==> src/rtl/clkdiv_display_compare.sv <==
// clkdiv_display_compare: square-wave divider, streaming fp32 argmax and HEX/LED display driver
module clkdiv_display_compare #(
   parameter int HALF_PERIOD = 25_000_000,
   parameter int IDX_W = 4
) (
   input  logic             clk,
   input  logic             reset_n,
   output logic             clk_out,
   input  logic             cmp_start,
   input  logic [31:0]      cmp_data,
   input  logic [IDX_W-1:0] cmp_index_in,
   output logic [IDX_W-1:0] cmp_index_out,
   output logic [31:0]      cmp_max,
   input  logic [7:0]       in1,
   input  logic [7:0]       in2,
   input  logic [7:0]       in3,
   input  logic [7:0]       in4,
   output logic [7:0]       seg1,
   output logic [7:0]       seg2,
   output logic [7:0]       seg3,
   output logic [7:0]       seg4,
   output logic [7:0]       seg5,
   output logic [7:0]       seg6,
   output logic [7:0]       ledr
);
   localparam int CW = HALF_PERIOD > 1 ? $clog2(HALF_PERIOD) : 1;
   localparam logic [CW-1:0] LAST = CW'(HALF_PERIOD - 1);
   localparam logic [7:0] HEX [16] = '{
      8'hC0, 8'hF9, 8'hA4, 8'hB0, 8'h99, 8'h92, 8'h82, 8'hF8,
      8'h80, 8'h90, 8'h88, 8'h83, 8'hC6, 8'hA1, 8'h86, 8'h8E
   };
   logic [CW-1:0] cnt;
   logic a_nan, b_nan, both_zero, gt;
   // Divider: wrap the counter every HALF_PERIOD cycles and toggle the output
   always_ff @(posedge clk or negedge reset_n)
      if (!reset_n) begin
         cnt <= '0;
         clk_out <= 1'b0;
      end else if (cnt == LAST) begin
         cnt <= '0;
         clk_out <= ~clk_out;
      end else
         cnt <= cnt + 1'b1;
   // Strict fp32 greater-than of the incoming score against the running max; NaN never wins
   always_comb begin
      a_nan = &cmp_data[30:23] && |cmp_data[22:0];
      b_nan = &cmp_max[30:23] && |cmp_max[22:0];
      both_zero = ~|cmp_data[30:0] && ~|cmp_max[30:0];
      gt = (a_nan || b_nan) ? 1'b0 :
           (cmp_data[31] != cmp_max[31]) ? (!cmp_data[31] && !both_zero) :
           !cmp_data[31] ? (cmp_data[30:0] > cmp_max[30:0]) :
           (cmp_data[30:0] < cmp_max[30:0]);
   end
   // Comparator: index 0 reloads unconditionally, later indices replace only a strictly smaller max
   always_ff @(posedge clk or negedge reset_n)
      if (!reset_n) begin
         cmp_max <= 32'hFF80_0000;
         cmp_index_out <= '0;
      end else if (cmp_start && (cmp_index_in == '0 || gt)) begin
         cmp_max <= cmp_data;
         cmp_index_out <= cmp_index_in;
      end
   // Display: register the active-low digit patterns and the LED bar
   always_ff @(posedge clk or negedge reset_n)
      if (!reset_n) begin
         seg1 <= 8'hFF;
         seg2 <= 8'hFF;
         seg3 <= 8'hFF;
         seg4 <= 8'hFF;
         seg5 <= 8'hFF;
         seg6 <= 8'hFF;
         ledr <= 8'h00;
      end else begin
         seg1 <= HEX[in1[3:0]];
         seg2 <= HEX[in1[7:4]];
         seg3 <= HEX[in2[3:0]];
         seg4 <= HEX[in2[7:4]];
         seg5 <= HEX[in3[3:0]];
         seg6 <= HEX[in3[7:4]];
         ledr <= in4;
      end
endmodule

==> config.mk <==
export PLATFORM = sky130hd
export DESIGN_NAME = clkdiv_display_compare
export DESIGN_NICKNAME = d
export VERILOG_FILES = /design/src/rtl/clkdiv_display_compare.sv
export SDC_FILE = /design/constraint.sdc
export NUM_CORES = 1
export LEC_CHECK = 0
export ABC_AREA = 1
export CAP_MARGIN = 40
export CORE_ASPECT_RATIO = 1.75
export CORE_MARGIN = 2
export CORE_UTILIZATION = 43
export DETAILED_ROUTE_END_ITERATION = 8
export PLACE_DENSITY = 0.71
export SETUP_SLACK_MARGIN = 0.2
export SLEW_MARGIN = 20
export SYNTH_ARGS = -nofsm -noshare
export SYNTH_HDL_FRONTEND = slang
export SYNTH_SLANG_ARGS = --single-unit
==> constraint.sdc <==
create_clock -name clk -period 2.67 [get_ports clk]
set_clock_uncertainty 0.05 [all_clocks]
set_input_delay 0.4005 -clock clk [delete_from_list [all_inputs] [get_ports clk]]
set_output_delay 0.4005 -clock clk [all_outputs]
set_load 0.05 [all_outputs]
Yosys cells after proc, flatten, opt, wreduce, memory -nomap -nowiden --
Memories as Yosys holds them, arrays and structs flattened. A register that Yosys moved wholly into a read port is not among the register bits. Index checks and enable logic that the tools add are counted.
Cells by class: add/subtract/negate cells 1, $lt $le $gt $ge 2, equality and inequality tests 2, muxes and demuxes 4, bitwise logic cells 7, reductions and logical operators 24
Operator list (count):
- $reduce_or 31->1 | 2
- $reduce_or 23->1 | 2
- $gt 31x31->1 | 1
- $lt 31x31->1 | 1
- $not 4->5 | 6
- $add 25x1->25 const B | 1
- $eq 25x25->1 const B | 1
- $mux 25 | 1
- $reduce_and 8->1 | 2
- $logic_not 1->1 | 10
- $logic_and 1x1->1 | 5
- $logic_not 4->1 | 1
- $mux 1 | 3
- $logic_or 1x1->1 | 2
- $ne 1x1->1 | 1
- $not 1->1 | 1
Storage, ports and cells: flip-flop bits (word level) 70, ROM bits 768, input bits 71, word-level logic and storage cells 51, memories 6
Memory list:
- (no name shown) | depth 16, bits a word 8, read ports 1, clocked after memory_dff 1, write ports 0, line 79 | seg6 <= HEX[in3[7:4]];
- (no name shown) | depth 16, bits a word 8, read ports 1, clocked after memory_dff 1, write ports 0, line 78 | seg5 <= HEX[in3[3:0]];
- (no name shown) | depth 16, bits a word 8, read ports 1, clocked after memory_dff 1, write ports 0, line 77 | seg4 <= HEX[in2[7:4]];
- (no name shown) | depth 16, bits a word 8, read ports 1, clocked after memory_dff 1, write ports 0, line 76 | seg3 <= HEX[in2[3:0]];
- (no name shown) | depth 16, bits a word 8, read ports 1, clocked after memory_dff 1, write ports 0, line 75 | seg2 <= HEX[in1[7:4]];
- (no name shown) | depth 16, bits a word 8, read ports 1, clocked after memory_dff 1, write ports 0, line 74 | seg1 <= HEX[in1[3:0]];

Depth between registers and ports, before layout --
Gate-level depths: netlist (run 1).
word-level depth 9, gate-level depth with buffers 19

Worst setup path after synthesis (run 1) --
OpenSTA, ideal clock, no wires.
path kind reg-to-reg, from reg cmp_max[30], to reg cmp_max[0], arrival 2.220 ns, data required time 2.500 ns, setup slack 0.281 ns, cell stages (with the launch flop) 17, path buffers 1, cell sequence dfstp_2 inv_1 ha_1 nand2_1 nor2_2 nand3_2 nor3_2 nand2_1 nand2_1 nand2_1 nand2_1 nand2_1 nand2_4 nand2_8 buf_6 nand2_1 nand2_1
Between the ends: longest elaborated chain between the ends 9
Ends and longest elaborated chain:
- start, declared | line 13 | output logic [31:0] cmp_max,
- start signal, assigned | line 60 | cmp_max <= cmp_data;
- parallel branches: the longest is 6 deep, another holds $gt 31x31->1
- $mux 1 * | line 49 | gt = (a_nan || b_nan) ? 1'b0 :
- $logic_or 1x1->1 * | line 59 | end else if (cmp_start && (cmp_index_in == '0 || gt)) begin
- $logic_and 1x1->1 * | line 59
Every way passes the cells marked *. A chain may end at the register's enable or synchronous reset.

Worst setup path in the final report (run 1) --
from reg cmp_max[25], to reg cmp_max[5]
The elaborated chain is that of the path after synthesis.

==> results.md, run 1 <==
* Clock sink count at 112
* Post-Layout Cell Count at 1231
* Starting DRC count in detailed routing at 216
* Distinct cells, synth at 43
* Antenna violations before repair at 0
* Largest net degree at the start of global routing at 51
* Final setup viols at 0
* Unrepaired setup endpoints after global routing: yes
* Number of flops mapped to enable cells by yosys at 0
* Reg-to-reg slack, setup at 250 ps
* Critical Path AT at 2650 ps
* Sw Ratio at 0.4473
* Seq pwr share at 0.301
* Combinational group share of total power at 0.527
* Commonest non-fill, non-tap cell in the layout: nand2_1
* Post-Syn Area per Cell at 7.909 sq um
* Commonest non-fill, non-tap cells in the layout: nand2_1, clkdlybuf4s50_1, inv_1
* Max cap viols at 0
* Internal power at 4.395 mW
* CP Max Fanout at 6
* Main synth FF type: dfrtp_1
* CTS tree: yes
* Die area at 16770 sq um
* Syn Inst Count at 854
* Post-Syn Area at 6754 sq um
* Per-cell routed wire length at 14.47 um
* Achievable Freq at 0.4140 GHz
* Clock Path Buffers at 2
* Crit Path Class: register to register
* Share of layout cells above drive strength 1 at 0.1359
* Post-cts hold buffer count at 0
* Layout Nets at 1179
* Worst reg2reg path depth at 16
* Row cnt at 60
* Hpwl dp at 12900 um
* Post-synthesis sequential area ratio at 0.4244
* First-pass GRT wire length at 27100 um
* Setup total negative slack at 0 ps
* DRT Wirelength at 17810 um
* PD cells at 855.6 nW/um^2
* P_sw at 3.557 mW
* Fillcell total at 1326
* Die Wd at 98.74 um
* Pins Over Slew Limit at 0
* Kind of end point of the critical path: register
* GRT Util Overall at 0.1989
* Clock Latency Late Sink at 340 ps
* Number of synthesized register bits at 112
* Worst-path clk slew at 80 ps
* DR pass1 iterations at 5
* Actual slew at the worst max-slew pin at 595.3 ps
* Core Footprint at 15390 sq um
* Status: complete, no violations
* Fin area at 9295 sq um
* Initial Util at 0.4389
* FFs w/ async S/R, synth at 1.000
* Reg-to-Reg End: cmp_max[5]
* Final worst setup slack at 254.4 ps
* Hold/Removal Path Class: input port to asynchronous set/reset pin
* DRC Markers at 0
* Peak VDD IR at 0.3890 mV
* Syn-to-layout area delta at 37.62%
* Worst r2r src: cmp_max[25]
* Vias in the first global route at 5931
* Worst slew margin at 0.6031
* Worst EP required at 2900 ps
* Ports at 164
* Grt ovf at 0
* Yosys warns at 0
* Worst Setup Start Kind: register
* Fin. Hold Viols at 0
* Die height at 169.8 um
* Placed Area at 8593 sq um
* TritonCTS Buffers at 9
* Leak Pwr at 4.541 nW
* Placed Cells at 1198
* H-tree Lvls at 3
* GP Congestion at 0.9016
* Final Cycle Share at 0.9047
* DR vias/cell at 5.134
* Vias at 6320
* Clk pwr share at 0.172
* Diodes inserted at 0
* Clock tree root buffer cell: clkbuf_16
* Port Buf Inserts at 157
* Tmin final at 2416 ps
* DP Worst Slack at -103.5 ps
* Routed Antenna Nets at 0
synthesized netlist by cell type, types with 3 or more instances:
library cell / instances / share of area
buf_4: 9 / 0.010
xor2_1: 4 / 0.0052
dfrtp_1: 61 / 0.23
clkbuf_1: 10 / 0.0056
nor3_1: 11 / 0.0082
dfstp_2: 51 / 0.20
o21ai_0: 29 / 0.021
ha_1: 68 / 0.13
buf_2: 4 / 0.0030
a21oi_1: 43 / 0.032
inv_1: 115 / 0.064
clkinv_1: 4 / 0.0022
buf_6: 3 / 0.0050
nor2_2: 4 / 0.0037
nor2_1: 90 / 0.050
nand3_1: 65 / 0.048
nand2_1: 228 / 0.13
nor3_2: 5 / 0.0074
a32o_1: 3 / 0.0044
nand4_1: 17 / 0.016
per-stage QoR:
stage               utilization  total power, mW  hold slack, ps
CTS                      0.5780            7.362           27.12
global route             0.6040            8.394           55.53
finish                   0.6040            7.953           13.09
detailed placement       0.5584            5.971           400.1
floorplan                     -            4.776           54.91
global placement         0.5584            5.926           390.3
registers in the layout (all words and copies together), names as in the netlist:
name / flops
ledr: 8
cmp_max: 32
cnt: 25
seg6: 7
seg2: 7
seg3: 7
seg5: 7
cmp_index_out: 4
seg4: 7
clk_out: 1
seg1: 7
cell type report:
type                       count  area (sq um)  share of cell area
sequential                   112          2867              0.3084
clock buffer                  12         266.5             0.02867
multi-input combinational    606          3501              0.3766
inverter                     119         446.7             0.04805
timing repair buffer         192          1947              0.2094
tap                          186         232.7             0.02504
clock inverter                 4         35.03            0.003769
worst max-delay path: stages (launching register included):
cell and delay, ps:
dfstp_2 580, inv_1 60, ha_1 270, nand2_1 90, inv_1 70, nand2_1 70
nand2_1 50, nand2_1 50, nand2_1 70, a21oi_2 120, nand2_2 100, a21oi_4 180
nand2_4 110, nand2_8 160, clkbuf_16 170, nand3_1 80, nand2_1 90
power by group through the flow:
stage	clock, mW	combinational, mW	sequential, mW
after floorplan	0	1.26	3.51
after global placement	0	3.50	2.42
after detailed placement	0	3.55	2.42
final	1.37	4.19	2.39
after CTS	1.40	3.56	2.40
after global routing	1.46	4.50	2.43
repair_timing:
action / CTS / global route
gates resized for setup: 0 / 45
setup endpoints to repair: 0 / 36
setup buffers: 0 / 10
worst max path at each step:
stage	startpoint	end	slack (ps)
6_report	cmp_max[25]	cmp_max[5]	250
5_1_grt	cmp_data[17]	cmp_max[10]	150
4_1_cts	cmp_data[21]	cmp_max[16]	270
3_5_place_dp	cmp_data[21]	cmp_max[16]	-100
3_3_place_gp	cmp_data[22]	cmp_index_out[3]	-70
2_1_floorplan	cmp_max[30]	cmp_max[0]	280
logic make-up after synthesis:
kind of cell	Yosys count	synth area share
simple gates	430	0.2740
buf+inv	145	0.08966
flops	112	0.4244
compound gates	92	0.07762
fa+ha+maj	68	0.1260
xor+xnor	6	0.007781
other cells	1	0.0005552
per-layer routing:
metal	global-route usage	up-vias	routed length [um]
met5	0	-	0
met4	0.08457	0	728
met3	0.04448	40	1172
met2	0.3746	226	9499
met1	0.2076	2949	6409
li1	-	3105	-
Power figures use the tool's default switching activity.
==> run 2, diff against run 1 <==
--- a/config.mk
+++ b/config.mk
@@ -6,14 +6,15 @@
 export NUM_CORES = 1
 export LEC_CHECK = 0
 export ABC_AREA = 1
-export CAP_MARGIN = 40
+export CAP_MARGIN = 15
 export CORE_ASPECT_RATIO = 1.75
 export CORE_MARGIN = 2
 export CORE_UTILIZATION = 43
 export DETAILED_ROUTE_END_ITERATION = 8
-export PLACE_DENSITY = 0.71
+export PLACE_DENSITY_LB_ADDON = 0.25
 export SETUP_SLACK_MARGIN = 0.2
 export SLEW_MARGIN = 20
 export SYNTH_ARGS = -nofsm -noshare
 export SYNTH_HDL_FRONTEND = slang
 export SYNTH_SLANG_ARGS = --single-unit
+export TNS_END_PERCENT = 20
==> results.md, run 2 (same netlist as run 1, synthesis figures left out) <==
* CP bufs+invs at 1 (-2)
* GP Congestion at 0.8872 (-1.6%)
* H-tree Lvls at 3 (unchanged)
* Clock sink count at 112 (unchanged)
* Placed Area at 8643 sq um (+0.58%)
* Critical Path AT at 2650 ps (about the same)
* Vias in the first global route at 5986 (+0.93%)
* Max cap viols at 0 (unchanged)
* Biggest register: cmp_max
* CP Max Fanout at 9 (+3)
* Multi-input gate area at 3525 sq um (+0.68%)
* Layout Nets at 1180 (+0.085%)
* Hold/Removal Path Class: input port to asynchronous set/reset pin
* Unrepaired setup endpoints after global routing: yes
* Biggest regs: cmp_max (32), cnt (25), ledr (8)
* Vias at 6282 (-0.60%)
* Commonest non-fill, non-tap cells in the layout: nand2_1, clkdlybuf4s50_1, inv_1
* Overall Power at 8.058 mW (+1.3%)
* Diodes inserted at 0 (unchanged)
* Clock tree root buffer cell: clkbuf_16
* Port Buf Inserts at 157 (unchanged)
* Initial Util at 0.4389 (unchanged)
* TritonCTS Buffers at 9 (unchanged)
* Final Cycle Share at 0.9233 (+0.01857)
* Core Footprint at 15390 sq um (unchanged)
* PD cells at 863.5 nW/um^2 (+0.92%)
* DRT Wirelength at 18500 um (+3.9%)
* Status: complete, no violations
* Crit. path cell count at 15 (-1)
* Die Wd at 98.74 um (unchanged)
* Crit Path Class: register to register
* Clock Latency Late Sink at 350 ps (about the same)
* Peak VDD IR at 0.3813 mV (-2.0%)
* Fin. Hold Viols at 0 (unchanged)
* Clock Path Buffers at 2 (unchanged)
* Fillcell total at 1353 (+2.0%)
* Fin area at 9331 sq um (+0.39%)
* Kind of end point of the critical path: register
* CP max-delay cell: dfstp_2
* Starting DRC count in detailed routing at 230 (+6.5%)
* First-pass GRT wire length at 28040 um (+3.5%)
* Worst Setup Start Kind: register
* Die height at 169.8 um (unchanged)
* Routed Antenna Nets at 0 (unchanged)
* Worst EP required at 2860 ps (-40 ps)
* Tmin final at 2465 ps (+49.59 ps)
* GRT Util Overall at 0.2070 (+0.008120)
* DR vias/cell at 5.099 (-0.68%)
* Hpwl dp at 13370 um (+3.6%)
* Largest register FFs at 32 (unchanged)
* DR pass1 iterations at 5 (unchanged)
* CTS tree: yes
* Actual slew at the worst max-slew pin at 678.5 ps (+83.13 ps)
* Commonest non-fill, non-tap cell in the layout: nand2_1
* Final Util at 0.6063 (+0.002357)
* Die area at 16770 sq um (unchanged)
* Grt ovf at 0 (unchanged)
* Largest net degree at the start of global routing at 52 (+2.0%)
* Row cnt at 60 (unchanged)
* Syn-to-layout area delta at 38.16%
* DRC Markers at 0 (unchanged)
* Achievable Freq at 0.4056 GHz (-2.0%)
* Final setup viols at 0 (unchanged)
* Smallest hold slack at 49.10 ps (+36.01 ps)
* CP cell instances: inv_2 > ha_4 > nand2_4 > nor2_4 > nand3_2 > nor3_2 > nand2_1 > nand2_2 > nand2_2 > nand2_2 > nand2_4 > nand2_8 > nand2_8 > nand2_1 > nand2_1
* Worst reg2reg path depth at 15 (-1)
* Antenna violations before repair at 0 (unchanged)
* Leak Pwr at 4.483 nW (-1.3%)
* Sequential Area at 2867 sq um (unchanged)
* Worst-path clk slew at 80 ps (about the same)
* Crit-path leading delay family: simple AND/OR/NAND/NOR gates
* Pins Over Slew Limit at 0 (unchanged)
* CP peak stage delay at 570 ps (about the same)
* Share of layout cells above drive strength 1 at 0.1405 (+0.004650)
* Ports at 164 (unchanged)
* Worst slew margin at 0.5477 (-0.05542)
* Per-cell routed wire length at 15.02 um (+3.8%)
## run 2: cell count changes in the layout (fill, tap and decap cells not counted), sizes merged
cell	before	now
bufinv	0	1
nand2	235	234
inv	117	118
clkinv	6	5
clkbuf	15	13
clkdlybuf4s50	145	152
clkinvlp	0	1
buf	33	35
dlymetal6s2s	11	4
## run 2: area by class of cell
type                    instances  area share
multi-input cells             605      0.3777
clock inverters                 6    0.007777
flip-flops and latches        112      0.3072
clock buffers                  10     0.02561
well taps                     186     0.02494
inverters                     119     0.04787
repair buffers                194      0.2089
## run 2: repair_timing
action / in CTS / in global routing
hold buffers: 0 / 0
resized for setup: 0 / 37
setup buffers: 0 / 4
setup endpoints to repair: 0 / 36
## run 2: report_power, final
group / internal (mW) / total (mW) / switching [mW]
logic: 1.56 / 4.24 / 2.68
registers: 2.11 / 2.40 / 0.295
clock network: 0.767 / 1.42 / 0.652
## run 2: worst paths after layout
kind	start	endpoint	slack [ps]
min reg2reg	cnt[0]	cnt[0]	410
max	cmp_max[28]	cmp_max[4]	200
min in group clk	cmp_data[19]	cmp_max[19]	340
max in group asynchronous	reset_n	seg4[5]	1820
max reg2reg	cmp_max[28]	cmp_max[4]	200
min	reset_n	cnt[15]	50
## run 2: per-stage QoR
| step | instances | setup slack, ps | TNS, ps |
|---|---|---|---|
| 3_3_place_gp | 1203 | -77.00 | -2132 |
| 4_1_cts | 1219 | 234.1 | 0 |
| 5_1_grt | 1232 | 38.41 | 0 |
| 6_report | 1232 | 204.8 | 0 |
| 2_1_floorplan | 859 | 280.6 | 0 |
| 3_5_place_dp | 1203 | -131.6 | -3760 |
## run 2: layer usage
layer / GRT usage / share of wire / vias up
li1: - / - / 3101
met1: 0.2299 / 0.37 / 2871
met2: 0.3822 / 0.52 / 245
met3: 0.04077 / 0.069 / 65
met4: 0.08041 / 0.047 / 0
met5: 0 / 0 / -
==> run 3, diff against run 2 <==
--- a/config.mk
+++ b/config.mk
@@ -11,6 +11,7 @@
 export CORE_MARGIN = 2
 export CORE_UTILIZATION = 43
 export DETAILED_ROUTE_END_ITERATION = 8
+export GPL_TIMING_DRIVEN = 0
 export PLACE_DENSITY_LB_ADDON = 0.25
 export SETUP_SLACK_MARGIN = 0.2
 export SLEW_MARGIN = 20
==> results.md, run 3 (same netlist as run 1, synthesis figures left out) <==
* Commonest non-fill, non-tap cells in the layout: nand2_1, clkdlybuf4s50_1, inv_1
* Leak Pwr at 4.485 nW (about the same)
* Vias at 6255 (-0.43%)
* Reg-to-reg slack, setup at 220 ps (about the same)
* PD cells at 844.0 nW/um^2 (-2.3%)
* Row cnt at 60 (unchanged)
* Final setup viols at 0 (unchanged)
* Antenna violations before repair at 0 (unchanged)
* Clock Latency Late Sink at 340 ps (about the same)
* Clock sink count at 112 (unchanged)
* Ports at 164 (unchanged)
* Smallest hold slack at 313.3 ps (+264.2 ps)
* CP Max Fanout at 7 (-2)
* Commonest non-fill, non-tap cell in the layout: nand2_1
* Syn-to-layout area delta at 37.00%
* Unrepaired setup endpoints after global routing: yes
* Hpwl dp at 13550 um (+1.4%)
* Initial Util at 0.4389 (unchanged)
* Layout Nets at 1178 (-0.17%)
* Setup total negative slack at 0 ps (unchanged)
* Multi-input gate area at 3505 sq um (-0.57%)
* Min-delay src: cmp_data[19]
* Status: complete, no violations
* H-tree Lvls at 3 (unchanged)
* Pins Over Slew Limit at 0 (unchanged)
* Clock tree root buffer cell: clkbuf_16
* Crit Path Class: input port to register
* Biggest regs: cmp_max (32), cnt (25), ledr (8)
* First-pass GRT wire length at 28790 um (+2.7%)
* Reg-to-Reg End: cmp_max[15]
* Placed Area at 8556 sq um (-1.0%)
* Die Wd at 98.74 um (unchanged)
* DR vias/cell at 5.085 (-0.27%)
* Worst reg2reg path depth at 16 (+1)
* Worst EP required at 2860 ps (about the same)
* Sequential Area at 2868 sq um (about the same)
* Worst Setup Start Kind: input port
* Overall Power at 7.809 mW (-3.1%)
* Tmin final at 2453 ps (-11.80 ps)
* Fin. Hold Viols at 0 (unchanged)
* Die area at 16770 sq um (unchanged)
* Grt ovf at 0 (unchanged)
* CP peak stage delay at 520 ps (-50 ps)
* DRC Markers at 0 (unchanged)
* Placed Cells at 1198 (-0.42%)
* Worst r2r src: cmp_max[28]
* Clock Path Buffers at 2 (unchanged)
* CP max-delay cell: clkdlybuf4s50_1
* Routed Antenna Nets at 0 (unchanged)
* Fillcell total at 1359 (+0.44%)
* CTS tree: yes
* Starting DRC count in detailed routing at 228 (-0.87%)
* GRT Util Overall at 0.2116 (+0.004612)
* Hold Path Depth at 3
* Largest register FFs at 32 (unchanged)
* Max cap viols at 0 (unchanged)
* Final Cycle Share at 0.9189 (-0.004420)
* Share of layout cells above drive strength 1 at 0.1418 (+0.001227)
* Actual slew at the worst max-slew pin at 612.6 ps (-65.87 ps)
* Worst-path clk slew at 80 ps (about the same)
* Per-cell routed wire length at 14.60 um (-2.7%)
* DP Worst Slack at -293.2 ps (-161.7 ps)
* Post-Layout Cell Count at 1230 (-0.16%)
* DRT Wirelength at 17960 um (-2.9%)
* Largest net degree at the start of global routing at 78 (+50%)
* DR pass1 iterations at 4 (-1)
* Core Footprint at 15390 sq um (unchanged)
* Diodes inserted at 0 (unchanged)
* Hold/Removal Path Class: input port to register
* Port Buf Inserts at 152 (-3.2%)
* Biggest register: cmp_max
* Achievable Freq at 0.4076 GHz (+0.48%)
* Min-Delay Endpoint: cmp_max[19]
* Kind of end point of the critical path: register
* Peak VDD IR at 0.4050 mV (+6.2%)
* Final worst setup slack at 216.6 ps (+11.80 ps)
* Worst slew margin at 0.5903 (+0.04263)
* CP cell instances: clkdlybuf4s50_1 > ha_4 > nand2_4 > nor2_4 > nand3_2 > nor3_2 > nand2_1 > nand2_2 > nand2_2 > nand2_2 > nand2_4 > nand2_8 > nand2_8 > buf_8 > nand2_1 > nand2_1
* Fin area at 9253 sq um (-0.84%)
* Final Util at 0.6012 (-0.005121)
* GP Congestion at 0.9300 (+4.8%)
* Critical Path AT at 2640 ps (about the same)
* TritonCTS Buffers at 9 (unchanged)
* Die height at 169.8 um (unchanged)
* Vias in the first global route at 6226 (+4.0%)
## run 3: worst max-delay path by stage
stage / slack, ps / end / startpoint / cells past startpoint
after CTS: 200 / cmp_max[25] / cmp_data[20] / 15
final: 220 / cmp_max[15] / cmp_data[28] / 16
after floorplan: 280 / cmp_max[0] / cmp_max[30] / 16
after detailed placement: -290 / cmp_max[25] / cmp_data[22] / 15
after global placement: -3290 / cnt[2] / reset_n / 1
after global routing: 60 / cmp_index_out[3] / cmp_data[6] / 18
## run 3: timing repair
item | CTS | global route
setup buffers | 5 | 6
setup endpoints to repair | 30 | 36
hold buffers | 1 | 0
gates cloned | 0 | 4
pin swaps | 3 | 19
resized for setup | 8 | 49
hold endpoints to repair | 22 | 0
## run 3: area by class of cell
cell class,count,share of cell area
inverter,119,0.04828
tap,186,0.02515
sequential,112,0.3099
clock inverter,5,0.003922
buffer,26,0.01839
multi-input combinational,603,0.3788
clock buffer,11,0.02745
timing repair buffer,168,0.1881
## run 3: worst max-delay path: cells and delay by family
family	cells	cell delay, ps
adders and majority gates	1	340
buffers and inverters	2	690
and+or+nand+nor	13	1210
## run 3: where the power goes
group	internal, mW	switching (mW)	total (mW)
sequential	2.11	0.292	2.40
combinational	1.50	2.58	4.09
clock	0.697	0.622	1.32
total	4.31	3.50	7.81
## run 3: routing by layer
layer | track usage | wire length [um] | up-vias
li1 | - | - | 3088
met1 | 0.2169 | 6384 | 2912
met2 | 0.3972 | 9876 | 209
met3 | 0.04489 | 1024 | 46
met4 | 0.1054 | 678 | 0
met5 | 0 | 0 | -
